File: config.mk
export PLATFORM = sky130hd
export DESIGN_NAME = simmem_wresp_bank_flat
export DESIGN_NICKNAME = d
export VERILOG_FILES = /design/src/rtl/simmem_wresp_bank_if.sv /design/src/rtl/simmem_wresp_bank.sv /design/src/flat_wrapper.sv
export SDC_FILE = /design/constraint.sdc
export NUM_CORES = 1
export LEC_CHECK = 0
export BUFFER_PORTS_ARGS = -buffer_cell sky130_fd_sc_hd__buf_2
export CAP_MARGIN = 0
export CORE_MARGIN = 1.5
export CORE_UTILIZATION = 45
export DETAILED_ROUTE_END_ITERATION = 12
export MAX_ROUTING_LAYER = met4
export PLACE_DENSITY_LB_ADDON = 0.05
export SLEW_MARGIN = 10
export SYNTH_ARGS = -nofsm -noshare
export SYNTH_HDL_FRONTEND = slang
export SYNTH_SLANG_ARGS = --single-unit
export TNS_END_PERCENT = 10
File: constraint.sdc
create_clock -name clk_i -period 4.33 [get_ports clk_i]
set_input_delay 0.2165 -clock clk_i [delete_from_list [all_inputs] [get_ports clk_i]]
set_output_delay 0.2165 -clock clk_i [all_outputs]
set_load 0.01 [all_outputs]
File: src/rtl/simmem_wresp_bank_if.sv
// rtl/simmem_wresp_bank_if.sv - reserve / fill / release handshake bundle of the write-response bank
interface simmem_wresp_bank_if #(
  parameter int Capacity  = 16,
  parameter int RespWidth = 8,
  parameter int IidW      = $clog2(Capacity)
);
  logic                 reserve_valid_i;
  logic                 reserve_ready_o;
  logic [IidW-1:0]      waddr_iid_o;
  logic [RespWidth-1:0] wresp_in_data_i;
  logic                 wresp_in_valid_i;
  logic                 wresp_in_ready_o;
  logic [RespWidth-1:0] wresp_out_data_o;
  logic                 wresp_out_valid_o;
  logic                 wresp_out_ready_i;
  logic [Capacity-1:0]  release_en_onehot_i;
  logic [Capacity-1:0]  released_addr_onehot_o;

  modport master (
    output reserve_valid_i, wresp_in_data_i, wresp_in_valid_i, wresp_out_ready_i, release_en_onehot_i,
    input  reserve_ready_o, waddr_iid_o, wresp_in_ready_o, wresp_out_data_o, wresp_out_valid_o,
           released_addr_onehot_o
  );

  modport slave (
    input  reserve_valid_i, wresp_in_data_i, wresp_in_valid_i, wresp_out_ready_i, release_en_onehot_i,
    output reserve_ready_o, waddr_iid_o, wresp_in_ready_o, wresp_out_data_o, wresp_out_valid_o,
           released_addr_onehot_o
  );
endinterface

File: src/rtl/simmem_wresp_bank.sv
// rtl/simmem_wresp_bank.sv - write-response bank: slot reservation, in-order fill, enabled release
// Optional feature macro: SIMMEM_WRESP_BANK_STATS_EN (adds occupancy_o / watermark_o)
module simmem_wresp_bank #(
  parameter int Capacity  = 16,
  parameter int RespWidth = 8,
  parameter int IidW      = $clog2(Capacity)
) (
  input  logic            clk_i,
  input  logic            rst_ni,
`ifdef SIMMEM_WRESP_BANK_STATS_EN
  output logic [IidW:0]   occupancy_o,
  output logic [IidW:0]   watermark_o,
`endif
  simmem_wresp_bank_if.slave bus
);
  localparam logic [1:0] ST_FREE     = 2'd0;
  localparam logic [1:0] ST_RESERVED = 2'd1;
  localparam logic [1:0] ST_FILLED   = 2'd2;

  logic [1:0]           r_state [Capacity];
  logic [RespWidth-1:0] r_data  [Capacity];
  logic [IidW-1:0]      r_fifo  [Capacity];
  logic [IidW-1:0]      r_wptr, r_rptr, r_last_iid, r_out_slot;
  logic [IidW:0]        r_cnt;
  logic                 r_out_valid;
  logic [RespWidth-1:0] r_out_data;

  logic                 w_free_any, w_cand_any, w_res_hs, w_fill_hs, w_out_hs;
  logic [IidW-1:0]      w_free_idx, w_cand_idx, w_head;
  logic [Capacity-1:0]  w_released;

  assign w_out_hs  = r_out_valid & bus.wresp_out_ready_i;
  assign w_res_hs  = bus.reserve_valid_i & w_free_any;
  assign w_fill_hs = bus.wresp_in_valid_i & (r_cnt != '0);
  assign w_head    = r_fifo[r_rptr];

  // Lowest-index FREE slot is the next reservation target; a slot in its release cycle is still FILLED
  always_comb begin
    w_free_any = 1'b0;
    w_free_idx = '0;
    for (int i = Capacity - 1; i >= 0; i--) begin
      if (r_state[i] == ST_FREE) begin
        w_free_any = 1'b1;
        w_free_idx = IidW'(i);
      end
    end
  end

  // Lowest-index FILLED and enabled slot, skipping the one leaving through the output this cycle
  always_comb begin
    w_cand_any = 1'b0;
    w_cand_idx = '0;
    for (int i = Capacity - 1; i >= 0; i--) begin
      if (r_state[i] == ST_FILLED && bus.release_en_onehot_i[i] &&
          !(w_out_hs && r_out_slot == IidW'(i))) begin
        w_cand_any = 1'b1;
        w_cand_idx = IidW'(i);
      end
    end
  end

  // One-hot release confirmation, asserted only in the output handshake cycle
  always_comb begin
    w_released = '0;
    for (int i = 0; i < Capacity; i++) begin
      w_released[i] = w_out_hs && (r_out_slot == IidW'(i));
    end
  end

  // Slot life cycle: reserve, fill and release always target distinct slots in one cycle
  always_ff @(posedge clk_i or negedge rst_ni) begin
    if (!rst_ni) begin
      for (int i = 0; i < Capacity; i++) r_state[i] <= ST_FREE;
    end else begin
      if (w_res_hs)  r_state[w_free_idx] <= ST_RESERVED;
      if (w_fill_hs) r_state[w_head]     <= ST_FILLED;
      if (w_out_hs)  r_state[r_out_slot] <= ST_FREE;
    end
  end

  // iid FIFO pointers and count; every queued iid owns a slot so the FIFO never overflows
  always_ff @(posedge clk_i or negedge rst_ni) begin
    if (!rst_ni) begin
      r_wptr     <= '0;
      r_rptr     <= '0;
      r_cnt      <= '0;
      r_last_iid <= '0;
    end else begin
      if (w_res_hs)   r_wptr <= r_wptr + 1'b1;
      if (w_fill_hs)  r_rptr <= r_rptr + 1'b1;
      r_cnt <= r_cnt + (IidW + 1)'(w_res_hs) - (IidW + 1)'(w_fill_hs);
      if (w_free_any) r_last_iid <= w_free_idx;
    end
  end

  // Payload storage: iid queue entries and response data need no reset
  always_ff @(posedge clk_i) begin
    if (w_res_hs)  r_fifo[r_wptr] <= w_free_idx;
    if (w_fill_hs) r_data[w_head] <= bus.wresp_in_data_i;
  end

  // Registered output stage; held response stays put until its handshake completes
  always_ff @(posedge clk_i or negedge rst_ni) begin
    if (!rst_ni) begin
      r_out_valid <= 1'b0;
      r_out_data  <= '0;
      r_out_slot  <= '0;
    end else if (!r_out_valid || w_out_hs) begin
      r_out_valid <= w_cand_any;
      if (w_cand_any) begin
        r_out_data <= r_data[w_cand_idx];
        r_out_slot <= w_cand_idx;
      end
    end
  end

  assign bus.reserve_ready_o        = w_free_any;
  assign bus.waddr_iid_o            = w_free_any ? w_free_idx : r_last_iid;
  assign bus.wresp_in_ready_o       = (r_cnt != '0);
  assign bus.wresp_out_valid_o      = r_out_valid;
  assign bus.wresp_out_data_o       = r_out_data;
  assign bus.released_addr_onehot_o = w_released;

`ifdef SIMMEM_WRESP_BANK_STATS_EN
  logic [IidW:0] r_occ, r_wm, w_occ_next;

  assign w_occ_next = r_occ + (IidW + 1)'(w_res_hs) - (IidW + 1)'(w_out_hs);

  // Non-FREE slot count and its high-water mark; occupancy cannot exceed Capacity
  always_ff @(posedge clk_i or negedge rst_ni) begin
    if (!rst_ni) begin
      r_occ <= '0;
      r_wm  <= '0;
    end else begin
      r_occ <= w_occ_next;
      if (w_occ_next > r_wm) r_wm <= w_occ_next;
    end
  end

  assign occupancy_o = r_occ;
  assign watermark_o = r_wm;
`endif
endmodule

File: src/flat_wrapper.sv
// flat-port wrapper written by rule: the top's interface ports become plain ports
module simmem_wresp_bank_flat 
#(
  parameter int Capacity  = 16,
  parameter int RespWidth = 8,
  parameter int IidW      = $clog2(Capacity)
)
  (clk_i, rst_ni, bus_reserve_valid_i, bus_wresp_in_data_i, bus_wresp_in_valid_i, bus_wresp_out_ready_i, bus_release_en_onehot_i, bus_reserve_ready_o, bus_waddr_iid_o, bus_wresp_in_ready_o, bus_wresp_out_data_o, bus_wresp_out_valid_o, bus_released_addr_onehot_o);
  simmem_wresp_bank_if #(.Capacity(Capacity), .RespWidth(RespWidth), .IidW(IidW)) bus_i ();
  input  logic clk_i;
  input  logic rst_ni;
  input wire logic [$bits(bus_i.reserve_valid_i)-1:0] bus_reserve_valid_i;
  input wire logic [$bits(bus_i.wresp_in_data_i)-1:0] bus_wresp_in_data_i;
  input wire logic [$bits(bus_i.wresp_in_valid_i)-1:0] bus_wresp_in_valid_i;
  input wire logic [$bits(bus_i.wresp_out_ready_i)-1:0] bus_wresp_out_ready_i;
  input wire logic [$bits(bus_i.release_en_onehot_i)-1:0] bus_release_en_onehot_i;
  output wire logic [$bits(bus_i.reserve_ready_o)-1:0] bus_reserve_ready_o;
  output wire logic [$bits(bus_i.waddr_iid_o)-1:0] bus_waddr_iid_o;
  output wire logic [$bits(bus_i.wresp_in_ready_o)-1:0] bus_wresp_in_ready_o;
  output wire logic [$bits(bus_i.wresp_out_data_o)-1:0] bus_wresp_out_data_o;
  output wire logic [$bits(bus_i.wresp_out_valid_o)-1:0] bus_wresp_out_valid_o;
  output wire logic [$bits(bus_i.released_addr_onehot_o)-1:0] bus_released_addr_onehot_o;
  assign bus_i.reserve_valid_i = bus_reserve_valid_i;
  assign bus_i.wresp_in_data_i = bus_wresp_in_data_i;
  assign bus_i.wresp_in_valid_i = bus_wresp_in_valid_i;
  assign bus_i.wresp_out_ready_i = bus_wresp_out_ready_i;
  assign bus_i.release_en_onehot_i = bus_release_en_onehot_i;
  assign bus_reserve_ready_o = bus_i.reserve_ready_o;
  assign bus_waddr_iid_o = bus_i.waddr_iid_o;
  assign bus_wresp_in_ready_o = bus_i.wresp_in_ready_o;
  assign bus_wresp_out_data_o = bus_i.wresp_out_data_o;
  assign bus_wresp_out_valid_o = bus_i.wresp_out_valid_o;
  assign bus_released_addr_onehot_o = bus_i.released_addr_onehot_o;
  simmem_wresp_bank #(.Capacity(Capacity), .RespWidth(RespWidth), .IidW(IidW)) u_core (.clk_i(clk_i), .rst_ni(rst_ni), .bus(bus_i));
endmodule
After elaboration in Yosys (flattened, before gate mapping)
Memories as Yosys holds them, arrays and structs flattened. A register that Yosys moved wholly into a read port is not among the register bits.
Cells that the tools add are included.
{"block": "totals", "regBits": 54, "ramBits": 192, "out_inout_bits": 31, "mem_count": 2}
{"block": "op_classes", "n_addsub": 4, "order_cmp": 6, "eq_ne": 31, "mux": 78, "bitwise": 14, "n_reduce_logical": 89}
{"memory": "u_core.r_data", "words": 16, "word_bits": 8, "rd": 1, "rd_ports_with_merged_regs": 1, "wr": 1, "line": "simmem_wresp_bank.sv:21", "source": "logic [RespWidth-1:0] r_data [Capacity];"}
{"memory": "u_core.r_fifo", "words": 16, "word_bits": 4, "rd": 1, "rd_ports_with_merged_regs": 0, "wr": 1, "line": "simmem_wresp_bank.sv:22", "source": "logic [IidW-1:0] r_fifo [Capacity];"}
{"op": "4-bit two-way mux", "n": 33}
{"op": "32-bit two-way mux", "n": 3}
{"op": "1-bit logical AND", "n": 51}
{"op": "1-bit two-way mux", "n": 36}
{"op": "16-bit AND", "n": 2}
{"op": "32-bit AND", "n": 1}
{"op": "2-bit equality test, second input constant", "n": 16}
{"op": "4-bit equality test, second input constant", "n": 8}
{"op": "2-bit zero test", "n": 16}
{"op": "16-bit inverter", "n": 2}
{"op": "32-bit inverter", "n": 1}
{"op": "16-bit bitwise OR", "n": 2}
{"op": "2-bit demux with 4-bit select", "n": 3}
{"op": "1-bit zero test", "n": 18}
{"op": "4-bit by 3-bit equality test with 1-bit output, second input constant", "n": 4}
{"op": "5-bit greater-or-equal comparator, second input constant", "n": 3}
{"op": "5-bit by 1-bit < comparator with 1-bit output, second input constant", "n": 3}
{"op": "4-bit inverter with 5-bit output", "n": 3}
{"op": "4-bit by 1-bit adder with 4-bit output, second input constant", "n": 2}
{"op": "4-bit by 2-bit equality test with 1-bit output, second input constant", "n": 2}
{"op": "2-bit two-way mux", "n": 3}
{"op": "5-bit by 1-bit adder with 5-bit output", "n": 1}
{"op": "5-bit nonzero test", "n": 1}
{"op": "5-bit by 1-bit subtractor with 5-bit output", "n": 1}
{"op": "5 further kinds", "n": 7}

Longest topological paths before layout
Gate-level depths: netlist (run 1).
{"block": "depth", "word_depth": 29, "ltp_mapped": 14, "depth_no_buf": 13}

Worst setup path after synthesis (run 1)
OpenSTA, ideal clock, no wires.
{"block": "synth_path", "kind": "reg2reg", "startpoint": "register u_core.r_rptr[0]", "endpoint": "memory u_core.r_data[1][0], enable pin", "setup_ns": 0.375, "arrival_ns": 2.959, "t_required_ns": 3.955, "path_slack_ns": 0.996, "path_stages_with_launch": 7, "cell_sequence": "dfrtp_1 -> clkbuf_1 -> buf_2 -> mux4_2 -> mux4_2 -> or2_2 -> nor2_1"}
{"block": "synth_via", "elab_chain_cells": 1}
{"item": "start, declared", "line": "simmem_wresp_bank.sv:23", "source": "logic [IidW-1:0] r_wptr, r_rptr, r_last_iid, r_out_slot;"}
{"item": "start signal, assigned", "line": "simmem_wresp_bank.sv:90", "source": "if (w_fill_hs) r_rptr <= r_rptr + 1'b1;"}
{"item": "memory read 16 x 4 bit"}
{"item": "end, declared", "line": "simmem_wresp_bank.sv:21"}
No other way between the ends.

Final worst setup path (run 1)
{"block": "layout_path", "startpoint": "register u_core.r_out_slot[2]", "endpoint": "register u_core.r_out_data[0], in the netlist u_core.bus.wresp_out_data_o[0] (read register of u_core.r_data)"}
{"block": "layout_via", "elab_chain_cells": 21, "word_cells_on_any_way": 97, "classes_between": "eq/ne (15); mux (32); reduce/logical (50)"}
{"item": "start, declared", "line": "simmem_wresp_bank.sv:23"}
{"item": "start signal, assigned", "line": "simmem_wresp_bank.sv:112", "source": "r_out_slot <= w_cand_idx;"}
{"item": "4-bit equality test", "line": "simmem_wresp_bank.sv:55", "source": "!(w_out_hs && r_out_slot == IidW'(i))) begin"}
{"item": "1-bit logical AND", "line": "simmem_wresp_bank.sv:55"}
{"item": "1-bit zero test", "line": "simmem_wresp_bank.sv:55"}
{"item": "1-bit logical AND", "line": "simmem_wresp_bank.sv:54", "source": "if (r_state[i] == ST_FILLED && bus.release_en_onehot_i[i] &&"}
{"item": "1-bit two-way mux (16 in series)", "line": "simmem_wresp_bank.sv:54"}
{"item": "2-bit AND reduction (no source line)"}
{"item": "end, declared", "line": "simmem_wresp_bank.sv:26", "source": "logic [RespWidth-1:0] r_out_data;"}
Parallel ways exist; a longest one is shown, timed or not.
A chain may end at the register's enable or synchronous reset.

==> impl_metrics.json, run 1 <==
{
  "status": "complete, no violations",
  "drv_slew": 0,
  "hold_path_class": "input port to register",
  "yosysMostFrequentCell": "edfxtp_1",
  "finalHoldViolCount": 0,
  "finalSetupViolations": 0,
  "die_h_um": 158,
  "cts_max_level": 1,
  "critPathRequiredTime_ns": 4.75,
  "ant_nets": 0,
  "syn_avg_cell_area_um2": 14.7,
  "grt_pass1_vias": 6728,
  "cts_resized": 0,
  "viasPerCell": 5.65,
  "setup_tns_ns": 0,
  "rsz0062_at_grt": "no",
  "wl_per_cell_um": 22.8,
  "cts-root-buf": "clkbuf_16",
  "drtIter0Drc": 444,
  "fin_crit_sh_pct": 84.1,
  "rows": 56,
  "antenna_found_initial": 0,
  "syn_inst": 739,
  "gp_congestion": 0.921,
  "synth_area_leader_cell": "edfxtp_1",
  "die_area_um2": 25000,
  "p_leak_nw": 4.62,
  "clk_latency_ns": 0.54,
  "synth_edf_count": 192,
  "critPathKind": "register to register",
  "clock_sinks": 254,
  "startpoint_type": "register",
  "grt_pass1_wl_um": 40300,
  "reg2reg_depth": 9,
  "drive_gt1_share_pct": 20.2,
  "cp_max_fo": 13,
  "ir_worst_vdd_mv": 0.406,
  "ios": 60,
  "layout.nets": 876,
  "powerDensity_nw_per_um2": 821,
  "ys.warnings.count": 0,
  "min_path_cells": 1,
  "synth_flop_cell": "edfxtp_1",
  "hold_ws_ns": 0.0666,
  "core_um2": 23500,
  "clock.fmax_mhz": 275,
  "dr.pass1.iters": 5,
  "fin_skew_ns": 0.0152,
  "fill_cells": 2026,
  "numCtsBuffers": 28,
  "async_reset_ff_share_pct": 24.4,
  "hpwl_um": 18200,
  "cap_violations": 0,
  "syn2layout_area_growth_pct": 15.6,
  "vias": 6642,
  "yosysUniqueCellTypes": 61,
  "drc_errors": 0,
  "cts_tree": "done",
  "period_needed_ns": 3.64,
  "syn_nets": 780,
  "slew_headroom_pct": 26.1,
  "ctsLongestPathBuffers": 3,
  "worstMarginPinSlew_ns": 1.10,
  "grt.total_usage_pct": 22.8,
  "die_x_um": 158,
  "initial_core_util_pct": 46.0,
  "worstPathArrival_ns": 4.06,
  "overflow": 0,
  "yosysTopAreaCellShare_pct": 53.2,
  "clk_pin_slew_ns": 0.06,
  "synth_seq_cells": 254,
  "ys_seq_area_share_pct": 67.5,
  "grt_max_degree": 55,
  "routed_wl_um": 26800,
  "numPortBuffers": 59,
  "synthesis.area_um2": 10800,
  "yosys-top-cells-count": "edfxtp_1 (192), nor2_1 (99), dfrtp_1 (62)",
  "synthTopCellsByArea": "edfxtp_1 (53%), dfrtp_1 (14%), mux4_2 (5.2%)",
  "n_antenna_cell": 0,
  "endpoint_kind": "register"
}
through the flow:
stage	power [mW]	utilization [%]	instance area, µm²	cells	setup WS [ns]
2_1_floorplan	6.65	-	10800	739	0.996
3_3_place_gp	8.00	49.4	11600	1123	0.692
3_5_place_dp	8.11	49.4	11600	1123	0.655
4_1_cts	10.4	53.2	12500	1176	0.628
5_1_grt	10.9	53.2	12500	1176	0.457
6_report	10.3	53.2	12500	1176	0.689
repair_timing:
item                                   CTS  global route
endpoints found under the hold margin    8             0
hold buffers                             1             0
setup buffers                            0             0
setup endpoints to repair                0             0
critical path, cell delays in order (launching register included):
cell,delay [ns]
dfrtp_1,0.55
and2b_1,0.27
a211oi_1,0.50
or4_4,0.23
o211ai_2,0.11
a21boi_4,0.54
mux4_1,0.67
nand2b_1,0.09
o221ai_1,0.16
o32a_1,0.39
state kept, by name (all words and copies together), names as in the netlist:
name,count
u_core.r_rptr,4
u_core.r_fifo,64
u_core.bus.wresp_out_valid_o,1
u_core.r_wptr,4
u_core.r_last_iid,4
u_core.r_data,128
u_core.r_out_slot,4
u_core.r_cnt,5
u_core.r_state,32
u_core.bus.wresp_out_data_o,8
layout by cell type (no fill, tap or decap), drive strengths merged, types with 13 or more instances in the layout:
cell / instances
o22ai: 15
nand2: 36
mux4: 27
buf: 87
clkbuf: 39
a21oi: 17
o21ai: 13
inv: 18
dfrtp: 62
nor3: 28
a211oi: 16
mux2i: 50
edfxtp: 192
nor2: 100
final cells by class:
class                           instances  area [µm²]  area share [%]
Sequential cell                       254        7320            58.4
Inverter                               19        71.3           0.569
Multi-Input combinational cell        444        3340            26.7
Timing Repair Buffer                   88         515            4.12
Clock inverter                         13         100           0.799
Clock buffer                           39         783            6.25
Tap cell                              319         399            3.19
worst paths after layout:
kind | startpoint | endpoint | slack [ns]
min in group asynchronous | rst_ni | u_core.bus.wresp_out_data_o[6]$_DFFE_PN0P_ | 0.08
setup reg to reg | u_core.r_out_slot[2]$_DFFE_PN0P_ | u_core.bus.wresp_out_data_o[0]$_DFFE_PN0P_ | 0.69
setup / recovery | u_core.r_out_slot[2]$_DFFE_PN0P_ | u_core.bus.wresp_out_data_o[0]$_DFFE_PN0P_ | 0.69
hold / removal | bus_wresp_in_data_i[1] | u_core.r_data[8][1]$_DFFE_PP_ | 0.07
max in group asynchronous | rst_ni | u_core.r_wptr[2]$_DFFE_PN0N_ | 3.23
hold reg to reg | u_core.r_last_iid[2]$_DFF_PN0_ | u_core.r_last_iid[2]$_DFF_PN0_ | 0.47
report_power, final:
group	leakage, nW	switching, mW	internal [mW]
Sequential	2.49	0.409	3.38
Combinational	1.71	2.51	1.72
Clock	0.422	0.941	1.32
Total	4.62	3.86	6.42
per-layer routing:
metal  up-vias  GRT usage, %  share of wire, %  routed length, µm
met5         -             -                 0                  0
met4         0          6.90               2.5                680
met3        47          3.59               5.7               1520
met2       214          37.6                50              13300
met1      3330          29.1                42              11300
li1       3051             -                 -                  -
kinds of logic after synthesis:
logic type / synth area share [%]
flops: 67.5
simple gates: 9.89
compound gates: 7.11
mux: 11.4
buf+inv: 1.74
fa+ha+maj: 1.46
xor+xnor: 0.809
Note: power is estimated with default switching activity, not from simulation.
==> inputs of run 2 (changes only) <==
clock period = 3.4 ns   (was 4.33 ns; I/O delays follow)
==> impl_metrics.json, run 2 (same netlist as run 1, synthesis figures left out) <==
{
  "syn2layout_area_growth_pct": 18.7,
  "clock_sinks": 254,
  "worstPathCellList": "and4b_2 > a211o_1 > a211oi_2 > o211ai_2 > a21boi_4 > buf_12 > mux4_1 > nand2b_1 > o221ai_1 > o32a_1",
  "switching_power_mw": 4.91,
  "powerDensity_nw_per_um2": 1060,
  "clk_latency_ns": 0.53,
  "final_cell_area_um2": 12900,
  "grt_max_degree": 27,
  "rows": 56,
  "numCtsBuffers": 27,
  "viasPerCell": 5.66,
  "final_common_cell": "edfxtp_1",
  "worstPathArrival_ns": 3.69,
  "hpwl_um": 19500,
  "startpoint_type": "register",
  "drc_errors": 0,
  "fin_crit_sh_pct": 96.4,
  "largest_reg_flops": 128,
  "ant_nets": 0,
  "grt_pass1_vias": 6947,
  "ir_worst_vdd_mv": 0.519,
  "crit_slowest_cell": "mux4_1",
  "core_um2": 23500,
  "drive_gt1_share_pct": 23.7,
  "cts_max_level": 1,
  "worstMarginPinSlew_ns": 0.786,
  "post-cts-setup-buffers": 0,
  "finish.utilization_pct": 54.6,
  "clk_pin_slew_ns": 0.06,
  "status": "complete, no violations",
  "finalHoldViolCount": 0,
  "p_leak_nw": 4.81,
  "reg.largest.list": "u_core.r_data x128, u_core.r_fifo x64, u_core.r_state x32",
  "post_dp_cell_area_um2": 11900,
  "drtIter0Drc": 558,
  "hold_path_class": "input port to register",
  "antenna_found_initial": 0,
  "initial_core_util_pct": 46.0,
  "drv_slew": 0,
  "cp.depth": 10,
  "grt_pass1_wl_um": 41300,
  "wl_per_cell_um": 22.5,
  "netSwitchingFraction_pct": 36.2,
  "clockPowerShare_pct": 22.7,
  "largest-register": "u_core.r_data",
  "overflow": 0,
  "setup_tns_ns": 0,
  "p_seq_share_pct": 35.3,
  "cp_top_family": "compound AO/OA/AOI/OAI gates",
  "numPortBuffers": 59,
  "intPower_mw": 8.65,
  "gp_congestion": 0.956,
  "die_h_um": 158,
  "die_area_um2": 25000,
  "cp_max_fo": 23,
  "dr.pass1.iters": 5,
  "comb_power_share_pct": 42.0,
  "clock.fmax_mhz": 305,
  "ctsLongestPathBuffers": 3,
  "n_antenna_cell": 0,
  "finalSetupViolations": 0,
  "cp_slowest_stage_delay_ns": 0.62,
  "path_buf_inv": 1,
  "ios": 60,
  "slew_headroom_pct": 47.2,
  "fin_skew_ns": 0.00900,
  "vias": 6804,
  "period_needed_ns": 3.28,
  "cap_violations": 0,
  "rsz0062_at_grt": "no",
  "layout.nets": 903,
  "layout_common_cells": "edfxtp_1 (192), nor2_1 (99), dfrtp_1 (61), buf_2 (59), buf_4 (53)",
  "cts-root-buf": "clkbuf_16",
  "endpoint_kind": "register",
  "grt.total_usage_pct": 23.1,
  "die_x_um": 158,
  "cts_tree": "done",
  "critPathRequiredTime_ns": 3.82,
  "routed_wl_um": 27100,
  "reg2reg_depth": 10,
  "min_path_cells": 1,
  "critPathKind": "register to register"
}
run 2: cell types whose count changed in the layout (fill, tap and decap cells not counted), moves of 2 or more:
cell / previous run / this run
a211oi_1: 16 / 12
a211oi_2: 0 / 4
buf_12: 0 / 3
buf_4: 28 / 53
bufinv_16: 1 / 6
clkbuf_1: 8 / 5
clkbuf_16: 29 / 27
clkbuf_8: 2 / 0
clkinv_1: 5 / 7
clkinv_4: 2 / 0
clkinvlp_4: 3 / 1
run 2: path summary, 6_finish.rpt:
check / from / endpoint / slack (ns)
setup / recovery: u_core.bus.wresp_out_valid_o$_DFFE_PN0P_ / u_core.bus.wresp_out_data_o[1]$_DFFE_PN0P_ / 0.12
min in group asynchronous: rst_ni / u_core.bus.wresp_out_data_o[4]$_DFFE_PN0P_ / 0.18
setup reg to reg: u_core.bus.wresp_out_valid_o$_DFFE_PN0P_ / u_core.bus.wresp_out_data_o[1]$_DFFE_PN0P_ / 0.12
hold reg to reg: u_core.r_last_iid[0]$_DFF_PN0_ / u_core.r_last_iid[0]$_DFF_PN0_ / 0.47
hold / removal: bus_wresp_in_data_i[2] / u_core.r_data[5][2]$_DFFE_PP_ / 0.04
max in group asynchronous: rst_ni / u_core.r_wptr[2]$_DFFE_PN0N_ / 2.47
run 2: per-layer routing:
metal  routed length (µm)  track usage, %  part of all wire [%]  up-vias
met5                    0               -                     0        -
met4                  878            7.88                   3.2        0
met3                 1500            3.56                   5.5       58
met2                13400            37.7                    49      215
met1                11300            29.7                    42     3430
li1                     -               -                     -     3101
run 2: what timing repair did:
| item | CTS | global route |
|---|---|---|
| resized for setup | 0 | 10 |
| hold buffers | 1 | 0 |
| endpoints found under the hold margin | 19 | 0 |
| endpoints found under the setup margin | 0 | 8 |
run 2: cell type report:
type                       instances  area [µm²]
sequential                       254        7320
timing repair buffer             116         763
fill                            1967       10700
inverter                          19        71.3
tap                              319         399
clock buffer                      32         694
multi-input combinational        444        3370
clock inverter                    18         239
run 2: per-stage QoR:
stage | hold WS [ns] | setup slack [ns] | power [mW] | cells
2_1_floorplan | -0.126 | 0.0655 | 8.46 | 739
3_3_place_gp | 0.199 | 0.0667 | 10.5 | 1151
3_5_place_dp | 0.210 | 0.0283 | 10.6 | 1151
4_1_cts | 0.0172 | 0.0133 | 13.7 | 1202
5_1_grt | 0.0302 | 0.0107 | 14.4 | 1202
6_report | 0.0429 | 0.124 | 13.6 | 1202
run 2: power groups by stage:
| stage | sequential [mW] | combinational, mW | clock [mW] |
|---|---|---|---|
| 2_1_floorplan | 4.67 | 3.80 | 0 |
| 3_3_place_gp | 4.80 | 5.65 | 0 |
| 6_report | 4.79 | 5.70 | 3.08 |
| 5_1_grt | 4.87 | 6.21 | 3.28 |
| 4_1_cts | 4.78 | 5.74 | 3.14 |
| 3_5_place_dp | 4.84 | 5.72 | 0 |
==> inputs of run 3 (changes only) <==
CORE_MARGIN = 4   (was 1.5)
==> impl_metrics.json, run 3 (same netlist as run 1, synthesis figures left out) <==
{
  "period_needed_ns": 3.20,
  "cp_slowest_stage_delay_ns": 0.60,
  "largest-register": "u_core.r_data",
  "setup_tns_ns": 0,
  "cts-root-buf": "clkbuf_16",
  "vias": 6808,
  "timing.final.ws_setup_ns": 0.202,
  "rsz0062_at_grt": "no",
  "gp_congestion": 1.01,
  "min_path_cells": 1,
  "cts_tree": "done",
  "n_antenna_cell": 0,
  "instances_no_fill": 1194,
  "endpoint_kind": "register",
  "rows": 56,
  "hold_path_class": "input port to register",
  "antenna_found_initial": 0,
  "layout_common_cells": "edfxtp_1 (192), nor2_1 (99), dfrtp_1 (61), buf_2 (59), mux2i_1 (50)",
  "syn2layout_area_growth_pct": 17.5,
  "layout.nets": 895,
  "dr.pass1.iters": 6,
  "grt_pass1_vias": 7061,
  "worstPathArrival_ns": 3.62,
  "rrSetupSlack_ns": 0.20,
  "grt_max_degree": 29,
  "routed_wl_um": 27300,
  "slew_headroom_pct": 29.2,
  "finalSetupViolations": 0,
  "reg2reg_to": "u_core.bus.wresp_out_data_o[0]$_DFFE_PN0P_",
  "startpoint_type": "register",
  "numPortBuffers": 59,
  "worstPathCellList": "and4b_2 > a211o_1 > a211oi_2 > o211ai_2 > a21boi_4 > buf_12 > mux4_1 > nand2b_1 > o221ai_1 > o32a_1",
  "die_x_um": 163,
  "hpwl_um": 19700,
  "finalHoldViolCount": 0,
  "drive_gt1_share_pct": 22.9,
  "grt_pass1_wl_um": 42100,
  "cp_max_fo": 22,
  "cap_violations": 0,
  "worstMarginPinSlew_ns": 1.05,
  "die_area_um2": 26600,
  "reg2reg_depth": 10,
  "status": "complete, no violations",
  "p_leak_nw": 4.74,
  "die_h_um": 163,
  "clk_pin_slew_ns": 0.06,
  "final_cell_area_um2": 12700,
  "reg.largest.list": "u_core.r_data x128, u_core.r_fifo x64, u_core.r_state x32",
  "place_ws_ns": 0.0456,
  "powerDensity_nw_per_um2": 1040,
  "drc_errors": 0,
  "crit_slowest_cell": "mux4_1",
  "grt_use_met2_pct": 35.2,
  "clock_sinks": 254,
  "wl_per_cell_um": 22.9,
  "final_common_cell": "edfxtp_1",
  "viasPerCell": 5.70,
  "cp_top_family": "compound AO/OA/AOI/OAI gates",
  "ctsLongestPathBuffers": 3,
  "post_dp_cell_area_um2": 11800,
  "overflow": 0,
  "power.total_mw": 13.3,
  "critPathRequiredTime_ns": 3.82,
  "r2r_start": "u_core.bus.wresp_out_valid_o$_DFFE_PN0P_",
  "worstHoldStart": "bus_wresp_in_data_i[1]",
  "hold_end": "u_core.r_data[0][1]$_DFFE_PP_",
  "largest_reg_flops": 128,
  "cts_max_level": 1,
  "grt_util_met3_pct": 3.26,
  "critPathKind": "register to register",
  "drv_slew": 0,
  "fin_crit_sh_pct": 94.1,
  "path_buf_inv": 1,
  "dp.cells": 1143,
  "initial_core_util_pct": 46.0,
  "fill_cells": 2000,
  "ir_worst_vdd_mv": 0.917,
  "use_met1_pct": 27.8,
  "core_um2": 23500,
  "grt.total_usage_pct": 21.5,
  "clock.fmax_mhz": 313,
  "ant_nets": 0,
  "numCtsBuffers": 27,
  "grt_busiest_layer": "met2",
  "ios": 60,
  "drtIter0Drc": 459,
  "post-cts-setup-buffers": 0,
  "fin_skew_ns": 0.00906,
  "clk_latency_ns": 0.53
}
-- run 3: changes by cell type in the layout (fill, tap and decap cells not counted), moves of 2 or more --
cell | before | now
clkbuf_1 | 5 | 3
clkinv_2 | 4 | 7
buf_4 | 53 | 45
bufinv_16 | 6 | 3
-- run 3: what timing repair did --
item	4_1_cts	5_1_grt
hold buffers	1	0
hold endpoints to repair	26	0
resized for setup	0	6
setup endpoints to repair	0	7
-- run 3: cell type report --
class | instances | area [µm²] | area share, %
flip-flops and latches | 254 | 7320 | 57.5
multi-input cells | 444 | 3360 | 26.4
repair buffers | 108 | 703 | 5.53
clock buffers | 31 | 701 | 5.51
well taps | 319 | 399 | 3.14
clock inverters | 19 | 173 | 1.36
inverters | 19 | 71.3 | 0.560
-- run 3: worst reg2reg max path: cells and delay by family (launching register included) --
kind                   cells  cell delay (ns)
and+or+nand+nor            2             0.43
AOI/OAI and AO/OA          6             1.40
muxes                      1             0.61
buffers and inverters      1             0.21
DFF                        1             0.43
-- run 3: metrics by stage --
step | hold WS, ns | utilization (%)
2_1_floorplan | -0.126 | -
3_3_place_gp | 0.264 | 50.2
3_5_place_dp | 0.274 | 50.2
4_1_cts | 0.00193 | 54.0
5_1_grt | 0.0229 | 54.0
6_report | 0.0301 | 54.0
-- run 3: report_power, final --
part	leakage, nW	total, mW	switching [mW]	internal, mW
sequential	2.49	4.78	0.469	4.31
combinational	1.82	5.64	3.26	2.37
clock	0.431	2.87	1.17	1.70
total	4.74	13.3	4.90	8.39
-- run 3: worst max path at each step --
stage | cells past startpoint | start | slack [ns] | end
2_1_floorplan | 6 | u_core.r_rptr[0]$_DFFE_PN0P_ | 0.07 | u_core.r_data[1][0]$_DFFE_PP_
3_3_place_gp | 10 | u_core.r_out_slot[0]$_DFFE_PN0P_ | 0.13 | u_core.bus.wresp_out_data_o[1]$_DFFE_PN0P_
3_5_place_dp | 10 | u_core.bus.wresp_out_valid_o$_DFFE_PN0P_ | 0.05 | u_core.bus.wresp_out_data_o[6]$_DFFE_PN0P_
4_1_cts | 10 | u_core.bus.wresp_out_valid_o$_DFFE_PN0P_ | 0.05 | u_core.bus.wresp_out_data_o[6]$_DFFE_PN0P_
5_1_grt | 10 | u_core.r_out_slot[1]$_DFFE_PN0P_ | 0.005 | u_core.bus.wresp_out_data_o[0]$_DFFE_PN0P_
6_report | 10 | u_core.bus.wresp_out_valid_o$_DFFE_PN0P_ | 0.20 | u_core.bus.wresp_out_data_o[0]$_DFFE_PN0P_
-- run 3: layer usage --
layer | wire length (µm) | share of wire [%] | vias to the layer above
met5 | 0 | 0 | -
met2 | 13600 | 50 | 227
li1 | - | - | 3073
met3 | 1450 | 5.3 | 48
met1 | 11400 | 42 | 3460
met4 | 858 | 3.1 | 0
